$ cat config.mk
export PLATFORM = sky130hd
export DESIGN_NAME = traffic_ctrl_multi
export DESIGN_NICKNAME = d
export VERILOG_FILES = /design/src/rtl/traffic_pkg.sv /design/src/rtl/traffic_ctrl_multi_timer.sv /design/src/rtl/traffic_ctrl_multi.sv
export SDC_FILE = /design/constraint.sdc
export NUM_CORES = 1
export LEC_CHECK = 0
export CAP_MARGIN = 20
export CORE_AREA = 8 8 54 56
export CTS_CLUSTER_SIZE = 10
export DETAILED_ROUTE_END_ITERATION = 12
export DIE_AREA = 0 0 62 64
export HOLD_SLACK_MARGIN = 0.08
export PLACE_DENSITY = 0.77
export SETUP_SLACK_MARGIN = 0.15
export SYNTH_ARGS = -nofsm -noshare
export SYNTH_HDL_FRONTEND = slang
export SYNTH_SLANG_ARGS = --single-unit
$ cat constraint.sdc
create_clock -name clk -period 2.74 [get_ports clk]
set_input_delay 0.274 -clock clk [delete_from_list [all_inputs] [get_ports clk]]
set_output_delay 0.274 -clock clk [all_outputs]
set_load 0.01 [all_outputs]
$ cat src/rtl/traffic_pkg.sv
// traffic_pkg: shared state encoding, key indices and default durations for the traffic controller
package traffic_pkg;
    typedef enum logic [2:0] {
        S_GREEN,
        S_YELLOW,
        S_ALL_RED,
        F_GREEN,
        F_RED,
        F_YELLOW,
        F_OFF
    } state_t;
    localparam int KEY_GREEN     = 0;
    localparam int KEY_RED       = 1;
    localparam int KEY_YELLOW    = 2;
    localparam int KEY_OFF       = 3;
    localparam int DEF_T_GREEN     = 30;
    localparam int DEF_T_YELLOW    = 5;
    localparam int DEF_T_ALLRED    = 2;
    localparam int DEF_T_MIN_GREEN = 8;
endpackage

$ cat src/rtl/traffic_ctrl_multi_timer.sv
// traffic_timer: loadable down-counter stepped by the 1 Hz tick, with truncation and expiry detect
module traffic_timer #(
    parameter int               CNT_W   = 6,
    parameter logic [CNT_W-1:0] RST_VAL = '0
) (
    input  logic             clk,
    input  logic             rst,
    input  logic             tick,
    input  logic             load,
    input  logic [CNT_W-1:0] load_val,
    input  logic             trunc,
    input  logic [CNT_W-1:0] trunc_val,
    output logic [CNT_W-1:0] timer,
    output logic             expire
);
    assign expire = tick && (timer <= CNT_W'(1));
    // load beats truncation, truncation beats the tick decrement
    always_ff @(posedge clk) begin
        if (rst)        timer <= RST_VAL;
        else if (load)  timer <= load_val;
        else if (trunc) timer <= trunc_val;
        else if (tick)  timer <= timer - CNT_W'(1);
    end
endmodule

$ cat src/rtl/traffic_ctrl_multi.sv
// traffic_ctrl_multi: round-robin N-approach controller with key overrides and pedestrian truncation; TRAFFIC_FLASH_EN makes forced yellow flash
module traffic_ctrl_multi
    import traffic_pkg::*;
#(
    parameter int N_DIR       = 2,
    parameter int CNT_W       = 6,
    parameter int T_GREEN     = DEF_T_GREEN,
    parameter int T_YELLOW    = DEF_T_YELLOW,
    parameter int T_ALLRED    = DEF_T_ALLRED,
    parameter int T_MIN_GREEN = DEF_T_MIN_GREEN,
    localparam int AW         = (N_DIR > 1) ? $clog2(N_DIR) : 1
) (
    input  logic             clk,
    input  logic             rst,
    input  logic             tick_1hz,
    input  logic [3:0]       key,
    input  logic [N_DIR-1:0] ped_req,
    output logic [N_DIR-1:0] red,
    output logic [N_DIR-1:0] yellow,
    output logic [N_DIR-1:0] green,
    output logic [AW-1:0]    active_dir,
    output logic [CNT_W-1:0] countdown,
    output logic             blank
);
    state_t           state, state_n;
    logic [AW-1:0]    dir_n;
    logic             adv, adv_n;
    logic [N_DIR-1:0] latch, pend, dir_mask, clr_mask;
    logic [CNT_W-1:0] timer, load_val;
    logic             load, trunc, expire, forced, yel_on;

    assign forced   = state inside {F_GREEN, F_RED, F_YELLOW, F_OFF};
    assign dir_mask = N_DIR'(1) << active_dir;
    assign pend     = latch | (ped_req & ~(state == S_GREEN ? dir_mask : '0));
    assign trunc    = state == S_GREEN && (&key) && |(pend & ~dir_mask) && timer > CNT_W'(T_MIN_GREEN);
    assign clr_mask = (state == S_ALL_RED && state_n == S_GREEN) ? N_DIR'(1) << dir_n : '0;

    traffic_timer #(.CNT_W(CNT_W), .RST_VAL(CNT_W'(T_ALLRED))) u_timer (
        .clk       (clk),
        .rst       (rst),
        .tick      (tick_1hz),
        .load      (load),
        .load_val  (load_val),
        .trunc     (trunc),
        .trunc_val (CNT_W'(T_MIN_GREEN)),
        .timer     (timer),
        .expire    (expire)
    );

    // state, served approach, advance flag and pedestrian latches
    always_ff @(posedge clk) begin
        if (rst) begin
            state      <= S_ALL_RED;
            active_dir <= '0;
            adv        <= 1'b0;
            latch      <= '0;
        end else begin
            state      <= state_n;
            active_dir <= dir_n;
            adv        <= adv_n;
            latch      <= pend & ~clr_mask;
        end
    end

    // next state: keys by priority, then release to clearance, then tick-driven sequencing
    always_comb begin
        state_n  = state;
        dir_n    = active_dir;
        adv_n    = adv;
        load     = 1'b0;
        load_val = '0;
        if (!key[KEY_OFF]) begin
            state_n = F_OFF;
            load    = 1'b1;
        end else if (!key[KEY_YELLOW]) begin
            state_n = F_YELLOW;
            load    = 1'b1;
        end else if (!key[KEY_RED]) begin
            state_n = F_RED;
            load    = 1'b1;
        end else if (!key[KEY_GREEN]) begin
            state_n = F_GREEN;
            load    = 1'b1;
        end else if (forced) begin
            state_n  = S_ALL_RED;
            load     = 1'b1;
            load_val = CNT_W'(T_ALLRED);
            adv_n    = 1'b0;
        end else if (expire) begin
            load = 1'b1;
            case (state)
                S_GREEN: begin
                    state_n  = S_YELLOW;
                    load_val = CNT_W'(T_YELLOW);
                end
                S_YELLOW: begin
                    state_n  = S_ALL_RED;
                    load_val = CNT_W'(T_ALLRED);
                    adv_n    = 1'b1;
                end
                default: begin
                    state_n  = S_GREEN;
                    load_val = CNT_W'(T_GREEN);
                    adv_n    = 1'b0;
                    dir_n    = !adv ? active_dir : (active_dir == AW'(N_DIR - 1)) ? '0 : active_dir + AW'(1);
                end
            endcase
        end
    end

`ifdef TRAFFIC_FLASH_EN
    logic phase;
    // flash phase restarts lit on every F_YELLOW entry and toggles each second while held
    always_ff @(posedge clk) begin
        if (rst || (state_n == F_YELLOW && state != F_YELLOW)) phase <= 1'b0;
        else if (state == F_YELLOW && tick_1hz)                 phase <= ~phase;
    end
    assign yel_on = ~phase;
`else
    assign yel_on = 1'b1;
`endif

    // lamp and display decode from the registered state
    always_comb begin
        red       = '0;
        yellow    = '0;
        green     = '0;
        blank     = 1'b0;
        countdown = forced ? '0 : timer;
        case (state)
            S_GREEN, F_GREEN: begin
                green = dir_mask;
                red   = ~dir_mask;
            end
            S_YELLOW: begin
                yellow = dir_mask;
                red    = ~dir_mask;
            end
            F_YELLOW: yellow = {N_DIR{yel_on}};
            F_OFF:    blank  = 1'b1;
            default:  red    = '1;
        endcase
    end
endmodule

* Yosys cells after proc, flatten, opt, wreduce, memory -nomap -nowiden
Index checks and enable logic that the tools add are counted.
** Cells by class
- $mul :: 0
- $lt $le $gt $ge :: 2
- Mux-type cells :: 42
- Shift operators :: 2
- Div/mod/pow operators :: 0
- Reductions and logical operators :: 17
- $add $sub $neg :: 2
- Eq/ne operators :: 7
- Bitwise operators :: 7
** Operators by type and width (number)
- $mux 5 :: 6
- $mux 6 :: 4
- $mux 1 :: 18
- $mux 3 :: 6
- $pmux 2 s2 :: 3
- $pmux 5 s2 :: 1
- $eq 3x3->1 const B :: 3
- $reduce_or 2->1 :: 4
- $and 2x2->2 :: 3
- $eq 3x2->1 const B :: 2
- $gt 6x4->1 const B :: 1
- $le 6x1->1 const B :: 1
- $logic_not 3->1 :: 2
- $mux 2 :: 3
- $not 2->2 :: 3
- $reduce_and 6->1 :: 1
- $sub 6x1->6 const B :: 1
- $logic_and 1x1->1 :: 5
- $reduce_and 4->1 :: 1
- $reduce_bool 4->1 :: 1
- $shl 1x1->2 const A :: 2
- $eq 3x1->1 const B :: 1
- $reduce_bool 3->1 :: 1
- $reduce_or 3->1 :: 1
- other kinds (5) :: 5
** Storage, ports and cells
- RAM bits :: 0
- Memories :: 0
- Output and inout bits :: 14
- Bits in registers :: 13
- Logic and storage cells :: 84
- Latch bits :: 0
- Bits in read-only memories :: 0

* Depth between registers and ports, before layout
Gate-level depths: netlist of the first run.
- Depth in word-level cells :: 14
- Gate-level depth with buffers :: 7
- Gate-level depth less buffers :: 7

* By module
From an unflattened synthesis of the first run, not the netlist that was laid out.
** Second synthesis, totals
- Cell total of the unflattened synthesis :: 142
- Area, all modules :: 1093.5 µm²
** By module, submodules not included
- traffic_ctrl_multi :: times used 1, cells each 90, area each 666.9 µm²
- traffic_timer :: times used 1, cells each 52, area each 426.7 µm²

* Worst setup path after synthesis of the first run
No wires, ideal clock.
- Path kind :: reg2reg
- Start point :: register u_timer.timer[0]
- End point :: register u_timer.timer[1]
- Data required time :: 2.618 ns
- Cell stages (with the launch flop) :: 8
- Data arrival time :: 1.843 ns
- Library setup time :: 0.122 ns
- Setup slack :: 0.775 ns
- Cell sequence :: dfxtp_1 > inv_1 > ha_1 > nand2b_1 > a211o_1 > a211o_1 > or2_2 > o32a_1
** On the way
- Cells in the longest elaborated chain, start to end :: 9
- Elaborated cells on any way between the ends :: 21
- Classes of those cells :: add/sub: 1; order compare: 2; mux: 15; reduce/logical: 3
** RTL lines
- start: declaration :: RTL line traffic_ctrl_multi_timer.sv:13 : output logic [CNT_W-1:0] timer,
- start signal: assignment :: RTL line traffic_ctrl_multi_timer.sv:20 : else if (load) timer <= load_val;
- start signal: assignment :: RTL line traffic_ctrl_multi_timer.sv:21 : else if (trunc) timer <= trunc_val;
- start signal: assignment :: RTL line traffic_ctrl_multi_timer.sv:22 : else if (tick) timer <= timer - CNT_W'(1);
- $le 6x1->1 :: RTL line traffic_ctrl_multi_timer.sv:16 : assign expire = tick && (timer <= CNT_W'(1));
- $logic_and 1x1->1 :: RTL line traffic_ctrl_multi_timer.sv:16
- $mux 1 / $mux 5 (equally long branches) :: RTL line traffic_ctrl_multi.sv:89 : end else if (expire) begin
- $mux 1 / $mux 5 (equally long branches) :: RTL line traffic_ctrl_multi.sv:84 : end else if (forced) begin
- $mux 1 / $mux 5 (equally long branches) :: RTL line traffic_ctrl_multi.sv:81 : end else if (!key[KEY_GREEN]) begin
- $mux 1 / $mux 5 (equally long branches) :: RTL line traffic_ctrl_multi.sv:78 : end else if (!key[KEY_RED]) begin
- $mux 1 / $mux 5 (equally long branches) :: RTL line traffic_ctrl_multi.sv:75 : end else if (!key[KEY_YELLOW]) begin
- $mux 1 / $mux 5 (equally long branches) :: RTL line traffic_ctrl_multi.sv:72 : if (!key[KEY_OFF]) begin
- $reduce_bool 3->1 (no line) / $mux 6 (equally long branches)
Several ways; a longest one is shown, not always the timed one. The select of a mux whose other input is x is not followed.
A chain may end at the register's enable or synchronous reset.

* Worst setup path in the final report of the first run
- Start point :: register state[2]
- End point :: output port red[1]
** On the way
- Cells in the longest elaborated chain, start to end :: 3
- Elaborated cells on any way between the ends :: 8
- Classes of those cells :: eq/ne: 4; mux: 1; reduce/logical: 3
** RTL lines
- start: declaration :: RTL line traffic_ctrl_multi.sv:25 : state_t state, state_n;
- start signal: assignment :: RTL line traffic_ctrl_multi.sv:58 : state <= state_n;
- $eq 3x2->1, or another cell as far along :: RTL line traffic_ctrl_multi.sv:130 : case (state)
- $reduce_or 3->1 (no line) / $reduce_or 2->1 (equally long branches)
- $pmux 2 s2 * :: RTL line traffic_ctrl_multi.sv:130
- end: declaration :: RTL line traffic_ctrl_multi.sv:18 : output logic [N_DIR-1:0] red,
Mark *: on every way between the ends. The rest lies on a longest branch, timed or not.

==> results of run 1 <==
layout make-up:
| class | instances | share of cell area, % |
|---|---|---|
| Clock buffer | 4 | 2.149 |
| Inverter | 4 | 1.228 |
| Multi-Input combinational cell | 103 | 53.84 |
| Sequential cell | 13 | 21.29 |
| Tap cell | 28 | 2.866 |
| Timing Repair Buffer | 23 | 18.63 |
cell families (layout without fill, tap and decap cells):
logic type / Yosys count / in the layout
buf+inv: 11 / 31
xor+xnor: 5 / 5
compound gates: 33 / 33
simple gates: 62 / 62
fa+ha+maj: 3 / 3
flops: 13 / 13
layer usage:
| layer | track usage [%] | wire (microns) | share of wire (%) | vias up |
|---|---|---|---|---|
| li1 | - | - | - | 510 |
| met3 | 3.000 | 183 | 7.0 | 9 |
| met1 | 16.09 | 1198 | 46 | 482 |
| met4 | 4.274 | 50 | 1.9 | 0 |
| met5 | 0 | 0 | 0 | - |
| met2 | 23.03 | 1196 | 46 | 36 |
flip-flops by register name, indices dropped and copies added (netlist names):
register / count
active_dir: 1
u_timer.timer: 6
latch: 2
adv: 1
state: 3
cells in the mapped netlist (2+ instances only):
library cell	number
nand2_1	11
a211oi_1	3
nor2_1	16
buf_6	3
and3_1	4
nor3_1	6
nand3_1	3
nand2b_1	3
ha_1	3
o21ai_0	6
or3_1	2
nor2b_1	2
a21oi_1	6
a211o_1	2
dfxtp_1	13
clkbuf_1	2
o221a_2	4
inv_1	4
nor4_1	3
xnor2_1	5
worst reg2reg max path: cells and delay by family (launching register included):
kind,cells,cell delay [ps]
AOI/OAI and AO/OA,3,970
adders and majority gates,1,150
DFF,1,380
buffers and inverters,1,120
and+or+nand+nor,2,400
power by group through the flow:
stage          clock [mW]  sequential [mW]  combinational (mW)
2_1_floorplan           0            0.204              0.0779
5_1_grt             0.132            0.208               0.126
3_3_place_gp            0            0.212               0.112
4_1_cts             0.117            0.207               0.116
3_5_place_dp            0            0.212               0.115
6_report            0.115            0.207               0.116
path summary, 6_finish.rpt:
check / start / end / slack, ps / cells after the start
worst min-delay path: latch[0]$_SDFF_PP0_ / latch[0]$_SDFF_PP0_ / 520 / 2
worst max register to register: u_timer.timer[0]$_SDFFE_PP0P_ / u_timer.timer[1]$_SDFFE_PP1P_ / 600 / 7
worst max-delay path: state[2]$_SDFF_PP0_ / red[1] / 540 / 5
worst min register to register: latch[0]$_SDFF_PP0_ / latch[0]$_SDFF_PP0_ / 520 / 2
==> qor.yml, run 1 <==
route:
  vias: 1037
  drt_pass1_iterations: 4
  routed_wl_microns: 2628
  drt-initial-drc-count: 48
  drtAntennaViolNets: 0
  drcViolationCount: 0
  avgViaCountPerCell: 5.926
  wl_per_cell_microns: 15.02
sta:
  setup_slack_ps: 535.6
  skew_ps: 4.247
  period_share_pct: 80.45
  min_period_ps: 2204
  slew_headroom_pct: 65.82
  setup_viol_count_final: 0
  finalSetupTns_ps: 0
  hold_viol: 0
  timing.hold.ws_ps: 521.7
  max_freq_mhz: 453.6
  worst_pin_slew_ps: 505.5
  rsz0062_at_grt: "false"
  maxSlewViolCount: 0
worst_hold_path:
  min_path_type: "reg -> reg"
power:
  power.total_mw: 0.4382
  pwr-share-comb_pct: 26.4
  switching_share_pct: 29.44
  p_clk_share_pct: 26.3
  internal_power_mw: 0.3092
  power.density_nw_per_um2: 358.5
  ir_worst_vdd_uv: 361.4
  switchingPower_mw: 0.1290
  p_leak_nw: 0.4464
  p_seq_share_pct: 47.4
synth:
  netlist_area_sq_um: 984.7
  async_flop_share_pct: 0
  synth_edf_count: 0
  yosys.cell_types.count: 46
  ys_top_cells_by_area: "dfxtp_1 26%, nor2_1 6.1%, o221a_2 4.6%"
  yosys_warnings: 0
  seq_area_frac_synth_pct: 26.43
  synth_top_family_by_area: "simple AND/OR/NAND/NOR gates"
  avgSynthCellArea_sq_um: 7.753
  ys_seq_elements: 13
  synth_xor_xnor_area_share_pct: 4.447
  synth_ff_type: "dfxtp_1"
  synth_mux_area_share_pct: 0
  yosys.area.top_type_share_pct: 26.43
  synth_nets: 139
  synth-adder-area-share_pct: 3.812
  synth_area_leader_cell: "dfxtp_1"
  synth_compound_area_share_pct: 25.16
  synth-simple-area-share_pct: 33.42
  syn-instance-count: 127
setup_path:
  end_kind: "output port"
  cp_data_required_time_ps: 2470
  critical_path_class: "reg -> out"
  critPathTopFamily: "buffers and inverters"
  cp_max_fo: 11
  critPathArrivalTime_ps: 1930
  worstSetupStartpointType: "register"
  max_stage_delay_ps: 560
  slowest_stage: "clkdlybuf4s50_1"
  critical_path.cell_chain: "buf_4, xnor2_1, a22oi_1, o21ai_0, clkdlybuf4s50_1"
  crit_buf_inv: 2
floorplan:
  die_area_sq_um: 3968
  start_util_pct: 46.76
  pin_count: 23
  die_w_microns: 62
  die_h_microns: 64
  fp-row-count: 17
  core_area_sq_um: 2106
layout:
  postLayoutCellArea_sq_um: 1222
  final_common_cell: "clkdlybuf4s50_1"
  layout-drive-gt1-share_pct: 10.20
  layout_common_cells: "22 x clkdlybuf4s50_1, 16 x nor2_1, 13 x dfxtp_1"
  fill_cells: 201
  final-seq-area_sq_um: 260.3
  syn2layout_area_growth_pct: 24.14
  multi_input_area_sq_um: 658.1
  diodes: 0
  final_cells: 175
  final_util_pct: 58.05
  num-nets-final: 160
placed_design:
  dp_hpwl_microns: 2070
  io_buffer_count: 22
  placed_area_sq_um: 1196
  post-place-ws_ps: 303.4
  place_inst: 171
  gp_congestion: 0.8716
clock_network:
  cts_resized: 0
  postCtsHoldBufs: 0
  h-tree-depth: 1
  clk_pin_slew_ps: 80
  cts_made_buffers: 3
  cts_sinks: 13
  cts_tree: "yes"
  cts_buffer_depth: 2
  clk_latency_ps: 270
  cts_setup_buffers: 0
  cts-root-buf: "clkbuf_4"
global_routing:
  grt_start_max_net_pins: 13
  antenna_found_initial: 0
  grt-ovfl-total: 0
  grt_pass1_wl_microns: 4243
  grt_pass1_vias: 944
  grtUsageTotal_pct: 13.57
flow_run:
  drv_cap: 0
outcome:
  outcome: "complete, no violations"
Power figures use the tool's default switching activity.
==> inputs of run 2 (changes only) <==
--- a/config.mk
+++ b/config.mk
@@ -6,12 +6,12 @@
 export NUM_CORES = 1
 export LEC_CHECK = 0
 export CAP_MARGIN = 20
-export CORE_AREA = 8 8 54 56
+export CORE_AREA = 8 8 57 59
 export CTS_CLUSTER_SIZE = 10
 export DETAILED_ROUTE_END_ITERATION = 12
-export DIE_AREA = 0 0 62 64
+export DIE_AREA = 0 0 65 67
 export HOLD_SLACK_MARGIN = 0.08
-export PLACE_DENSITY = 0.77
+export PLACE_DENSITY = 0.72
 export SETUP_SLACK_MARGIN = 0.15
 export SYNTH_ARGS = -nofsm -noshare
 export SYNTH_HDL_FRONTEND = slang
==> constraint.sdc (replaced) <==
create_clock -name clk -period 1.95 [get_ports clk]
set_input_delay 0.195 -clock clk [delete_from_list [all_inputs] [get_ports clk]]
set_output_delay 0.195 -clock clk [all_outputs]
set_load 0.01 [all_outputs]
==> qor.yml, run 2 (synthesis gave the netlist of run 1 again) <==
outcome:
  outcome: "complete, but fails checks"
  failed_checks: "negative setup slack"
clock_network:
  postCtsHoldBufs: 0
  cts_tree: "yes"
  cts_sinks: 13
  cts_buffer_depth: 2
  h-tree-depth: 1
  cts-root-buf: "clkbuf_4"
  clk_latency_ps: 290
  cts_made_buffers: 3
  clk_pin_slew_ps: 80
route:
  wl_per_cell_microns: 17.39
  avgViaCountPerCell: 5.789
  drt_pass1_iterations: 4
  drtAntennaViolNets: 0
  drcViolationCount: 0
  routed_wl_microns: 3547
  vias: 1181
  drt-initial-drc-count: 39
floorplan:
  start_util_pct: 41.64
  die_area_sq_um: 4355
  die_w_microns: 65
  die_h_microns: 67
  pin_count: 23
  core_area_sq_um: 2365
  fp-row-count: 18
global_routing:
  grt_start_max_net_pins: 11
  antenna_found_initial: 0
  grt_pass1_wl_microns: 5499
  grt_pass1_vias: 1175
  grtUsageTotal_pct: 15.87
  grt-ovfl-total: 0
layout:
  num-nets-final: 187
  syn2layout_area_growth_pct: 62.77
  final_common_cell: "buf_4"
  layout-drive-gt1-share_pct: 38.51
  diodes: 0
  reg_top3: "u_timer.timer x6, state x3, latch x2"
  postLayoutCellArea_sq_um: 1603
  layout_common_cells: "24 x buf_4, 16 x nor2_1, 11 x dlygate4sd2_1"
  largest-register: "u_timer.timer"
  largest_reg_flops: 6
sta:
  maxSlewViolCount: 0
  rsz0062_at_grt: "true"
  slew_headroom_pct: 71.47
  worst_pin_slew_ps: 426.6
  hold_viol: 0
  skew_ps: 3.780
  period_share_pct: 100.5
  max_freq_mhz: 510.1
  min_period_ps: 1960
  setup_viol_count_final: 2
  setup_slack_ps: -10.39
  timing.hold.ws_ps: 528.9
worst_hold_path:
  min_path_type: "reg -> reg"
  hold_depth: 2
  min_delay_worst_endpoint: "adv$_SDFFE_PP0P_"
  min-delay-start: "adv$_SDFFE_PP0P_"
power:
  power.density_nw_per_um2: 434.3
  p_leak_nw: 0.6866
  ir_worst_vdd_uv: 513.8
setup_path:
  slowest_stage: "or4b_4"
  rr_worst_depth: 5
  max_stage_delay_ps: 540
  worstSetupStartpointType: "register"
  critical_path.cell_chain: "or4b_4, or2_4, o21a_1, or4_1, a21oi_1"
  end_kind: "register"
  crit_buf_inv: 0
  r2r_end: "adv$_SDFFE_PP0P_"
  critPathLaunch: "u_timer.timer[3]$_SDFFE_PP0P_"
  reg2reg_from: "u_timer.timer[3]$_SDFFE_PP0P_"
  critical_path_class: "reg -> reg"
  rrSetupSlack_ps: -10
  critPathArrivalTime_ps: 2170
  cp_data_required_time_ps: 2160
  cp_max_fo: 3
  critPathTopFamily: "simple AND/OR/NAND/NOR gates"
placed_design:
  placed_area_sq_um: 1348
  dp_hpwl_microns: 2375
  gp_congestion: 0.8381
  io_buffer_count: 22
flow_run:
  drv_cap: 0
[run 2: metrics by stage]
step                total power, mW  util (%)  setup slack, ps  setup TNS [ps]  cells
CTS                          0.6687     63.07            30.32               0    198
finish                       0.6961     67.78           -10.39          -13.03    204
global route                 0.7322     67.78           -41.30          -123.6    204
floorplan                    0.3966         -            94.93               0    127
detailed placement           0.4909     56.98           -244.5           -1449    192
global placement             0.4837     56.98           -192.4           -1024    192
[run 2: worst max-delay path by stage]
stage | endpoint | cells after the start | slack [ps]
after floorplan | adv$_SDFFE_PP0P_ | 5 | 90
after global placement | adv$_SDFFE_PP0P_ | 6 | -190
after detailed placement | adv$_SDFFE_PP0P_ | 6 | -240
after CTS | adv$_SDFFE_PP0P_ | 5 | 30
after global routing | adv$_SDFFE_PP0P_ | 5 | -40
final | adv$_SDFFE_PP0P_ | 5 | -10
[run 2: final cells by class]
| type | instances | area (sq um) |
|---|---|---|
| repair buffers | 50 | 427.9 |
| flip-flops and latches | 13 | 280.3 |
| clock buffers | 4 | 26.28 |
| well taps | 30 | 37.54 |
| multi-input cells | 103 | 810.8 |
| inverters | 4 | 20.02 |
| fillers | 187 | 762.0 |
[run 2: what timing repair did]
item / in CTS / in global routing
gates resized for setup: 38 / 14
setup endpoints to repair: 22 / 17
pin swaps: 0 / 7
buffers inserted: 2 / 6
[run 2: worst min-delay path, delay by kind of cell, from the launching register on]
| family | cells | cell delay, ps |
|---|---|---|
| flip-flops | 1 | 340 |
| AO/OA/AOI/OAI | 2 | 150 |
[run 2: power breakdown]
part / leakage (nW) / switching (mW) / internal [mW]
combinational: 0.562 / 0.119 / 0.117
clock: 0.0150 / 0.0951 / 0.0797
sequential: 0.110 / 0.0122 / 0.273
[run 2: metal layers]
layer / track usage, % / wire length [microns]
met3: 5.034 / 170
met2: 28.70 / 1885
met1: 16.67 / 1405
met5: 0 / 0
met4: 6.540 / 85
==> inputs of run 3 (changes only) <==
--- a/config.mk
+++ b/config.mk
@@ -10,6 +10,7 @@
 export CTS_CLUSTER_SIZE = 10
 export DETAILED_ROUTE_END_ITERATION = 12
 export DIE_AREA = 0 0 65 67
+export GPL_ROUTABILITY_DRIVEN = 0
 export HOLD_SLACK_MARGIN = 0.08
 export PLACE_DENSITY = 0.72
 export SETUP_SLACK_MARGIN = 0.15
==> qor.yml, run 3 (synthesis gave the netlist of run 1 again) <==
outcome:
  outcome: "complete, no violations"
power:
  switchingPower_mw: 0.2048
  p_leak_nw: 0.7201
  pwr-share-comb_pct: 33.0
  power.density_nw_per_um2: 429.4
  p_seq_share_pct: 42.7
  p_clk_share_pct: 24.3
  power.total_mw: 0.6716
  internal_power_mw: 0.4668
  ir_worst_vdd_uv: 422.5
  switching_share_pct: 30.49
setup_path:
  rr_worst_depth: 5
  r2r_end: "adv$_SDFFE_PP0P_"
  critPathArrivalTime_ps: 2100
  cp_max_fo: 4
  timing.critical_path.to: "adv$_SDFFE_PP0P_"
  crit_buf_inv: 0
  rrSetupSlack_ps: 40
  reg2reg_from: "u_timer.timer[4]$_SDFFE_PP0P_"
  cp_data_required_time_ps: 2140
  end_kind: "register"
  critical_path_class: "reg -> reg"
  max_stage_delay_ps: 550
  critPathTopFamily: "simple AND/OR/NAND/NOR gates"
  worstSetupStartpointType: "register"
  slowest_stage: "or4b_4"
  critical_path.cell_chain: "or4b_4, or2_4, o21a_1, or4_1, a21oi_1"
  crit_cells: 5
  critPathLaunch: "u_timer.timer[4]$_SDFFE_PP0P_"
placed_design:
  dp_hpwl_microns: 2259
  io_buffer_count: 22
  placed_area_sq_um: 1348
  place_inst: 192
  post-place-ws_ps: -214.9
layout:
  largest_reg_flops: 6
  final-seq-area_sq_um: 279.0
  layout-drive-gt1-share_pct: 37.36
  final_util_pct: 66.14
  final_common_cell: "buf_4"
  reg_top3: "u_timer.timer x6, state x3, latch x2"
  postLayoutCellArea_sq_um: 1564
  fill_cells: 195
  diodes: 0
  largest-register: "u_timer.timer"
  num-nets-final: 187
  syn2layout_area_growth_pct: 58.83
  multi_input_area_sq_um: 768.2
  layout_common_cells: "27 x buf_4, 15 x nor2_1, 10 x nand2_1"
  final_cells: 204
sta:
  period_share_pct: 97.89
  skew_ps: 1.762
  rsz0062_at_grt: "true"
  setup_slack_ps: 41.10
  max_freq_mhz: 523.9
  slew_headroom_pct: 74.81
  finalSetupTns_ps: 0
  min_period_ps: 1909
  hold_viol: 0
  timing.hold.ws_ps: 530.1
  worst_pin_slew_ps: 376.7
  maxSlewViolCount: 0
  setup_viol_count_final: 0
floorplan:
  die_w_microns: 65
  pin_count: 23
  start_util_pct: 41.64
  fp-row-count: 18
  die_h_microns: 67
  core_area_sq_um: 2365
  die_area_sq_um: 4355
global_routing:
  grt_start_max_net_pins: 11
  grt_pass1_vias: 1069
  grt_pass1_wl_microns: 4650
  grt-ovfl-total: 0
  antenna_found_initial: 0
  grtUsageTotal_pct: 13.03
route:
  avgViaCountPerCell: 5.686
  drt-initial-drc-count: 68
  routed_wl_microns: 3135
  wl_per_cell_microns: 15.37
  drt_pass1_iterations: 4
  drtAntennaViolNets: 0
  vias: 1160
  drcViolationCount: 0
clock_network:
  clk_pin_slew_ps: 80
  cts_sinks: 13
  cts_made_buffers: 3
  cts_tree: "yes"
  cts-root-buf: "clkbuf_4"
  cts_buffer_depth: 2
  postCtsHoldBufs: 0
  clk_latency_ps: 260
  h-tree-depth: 1
flow_run:
  drv_cap: 0
worst_hold_path:
  min_path_type: "reg -> reg"
run 3: changes by cell type in the layout (fill, tap and decap cells not counted), sizes merged:
cell,change
buf,+1
clkdlybuf4s15,-1
dlygate4sd2,-4
dlymetal6s2s,+4
run 3: power groups by stage:
stage	Clock (mW)	Sequential, mW	Combinational (mW)
after global placement	0	0.293	0.187
after floorplan	0	0.287	0.110
final	0.163	0.287	0.222
after CTS	0.165	0.287	0.197
after global routing	0.177	0.289	0.241
after detailed placement	0	0.294	0.192
run 3: how the worst min path moves through the flow:
stage / from / end / slack (ps) / cells past startpoint
final: adv$_SDFFE_PP0P_ / adv$_SDFFE_PP0P_ / 530 / 2
after detailed placement: adv$_SDFFE_PP0P_ / adv$_SDFFE_PP0P_ / 510 / 2
after global placement: adv$_SDFFE_PP0P_ / adv$_SDFFE_PP0P_ / 500 / 2
after floorplan: key[0] / state[1]$_SDFF_PP1_ / 300 / 1
after global routing: adv$_SDFFE_PP0P_ / adv$_SDFFE_PP0P_ / 540 / 2
after CTS: adv$_SDFFE_PP0P_ / adv$_SDFFE_PP0P_ / 520 / 2
run 3: tightest hold or removal path, delay by kind of cell (launching register included):
| kind | cells | cell delay, ps |
|---|---|---|
| flip-flops | 1 | 340 |
| AO/OA/AOI/OAI | 2 | 150 |
run 3: per-layer routing:
| metal | vias to the layer above | wire, microns | global-route usage (%) |
|---|---|---|---|
| met4 | 0 | 31 | 2.180 |
| li1 | 569 | - | - |
| met1 | 544 | 1267 | 13.97 |
| met5 | - | 0 | 0 |
| met3 | 6 | 166 | 3.356 |
| met2 | 41 | 1669 | 25.22 |
run 3: area by class of cell:
cell class	count	share of cell area, %
timing repair buffer	50	27.68
sequential	13	17.84
multi-input combinational	103	49.12
tap	30	2.400
inverter	4	1.280
clock buffer	4	1.680
run 3: timing repair:
action,4_1_cts,5_1_grt
setup endpoints to repair,20,16
pin swaps,3,3
gates resized for setup,18,26
buffers inserted,3,5
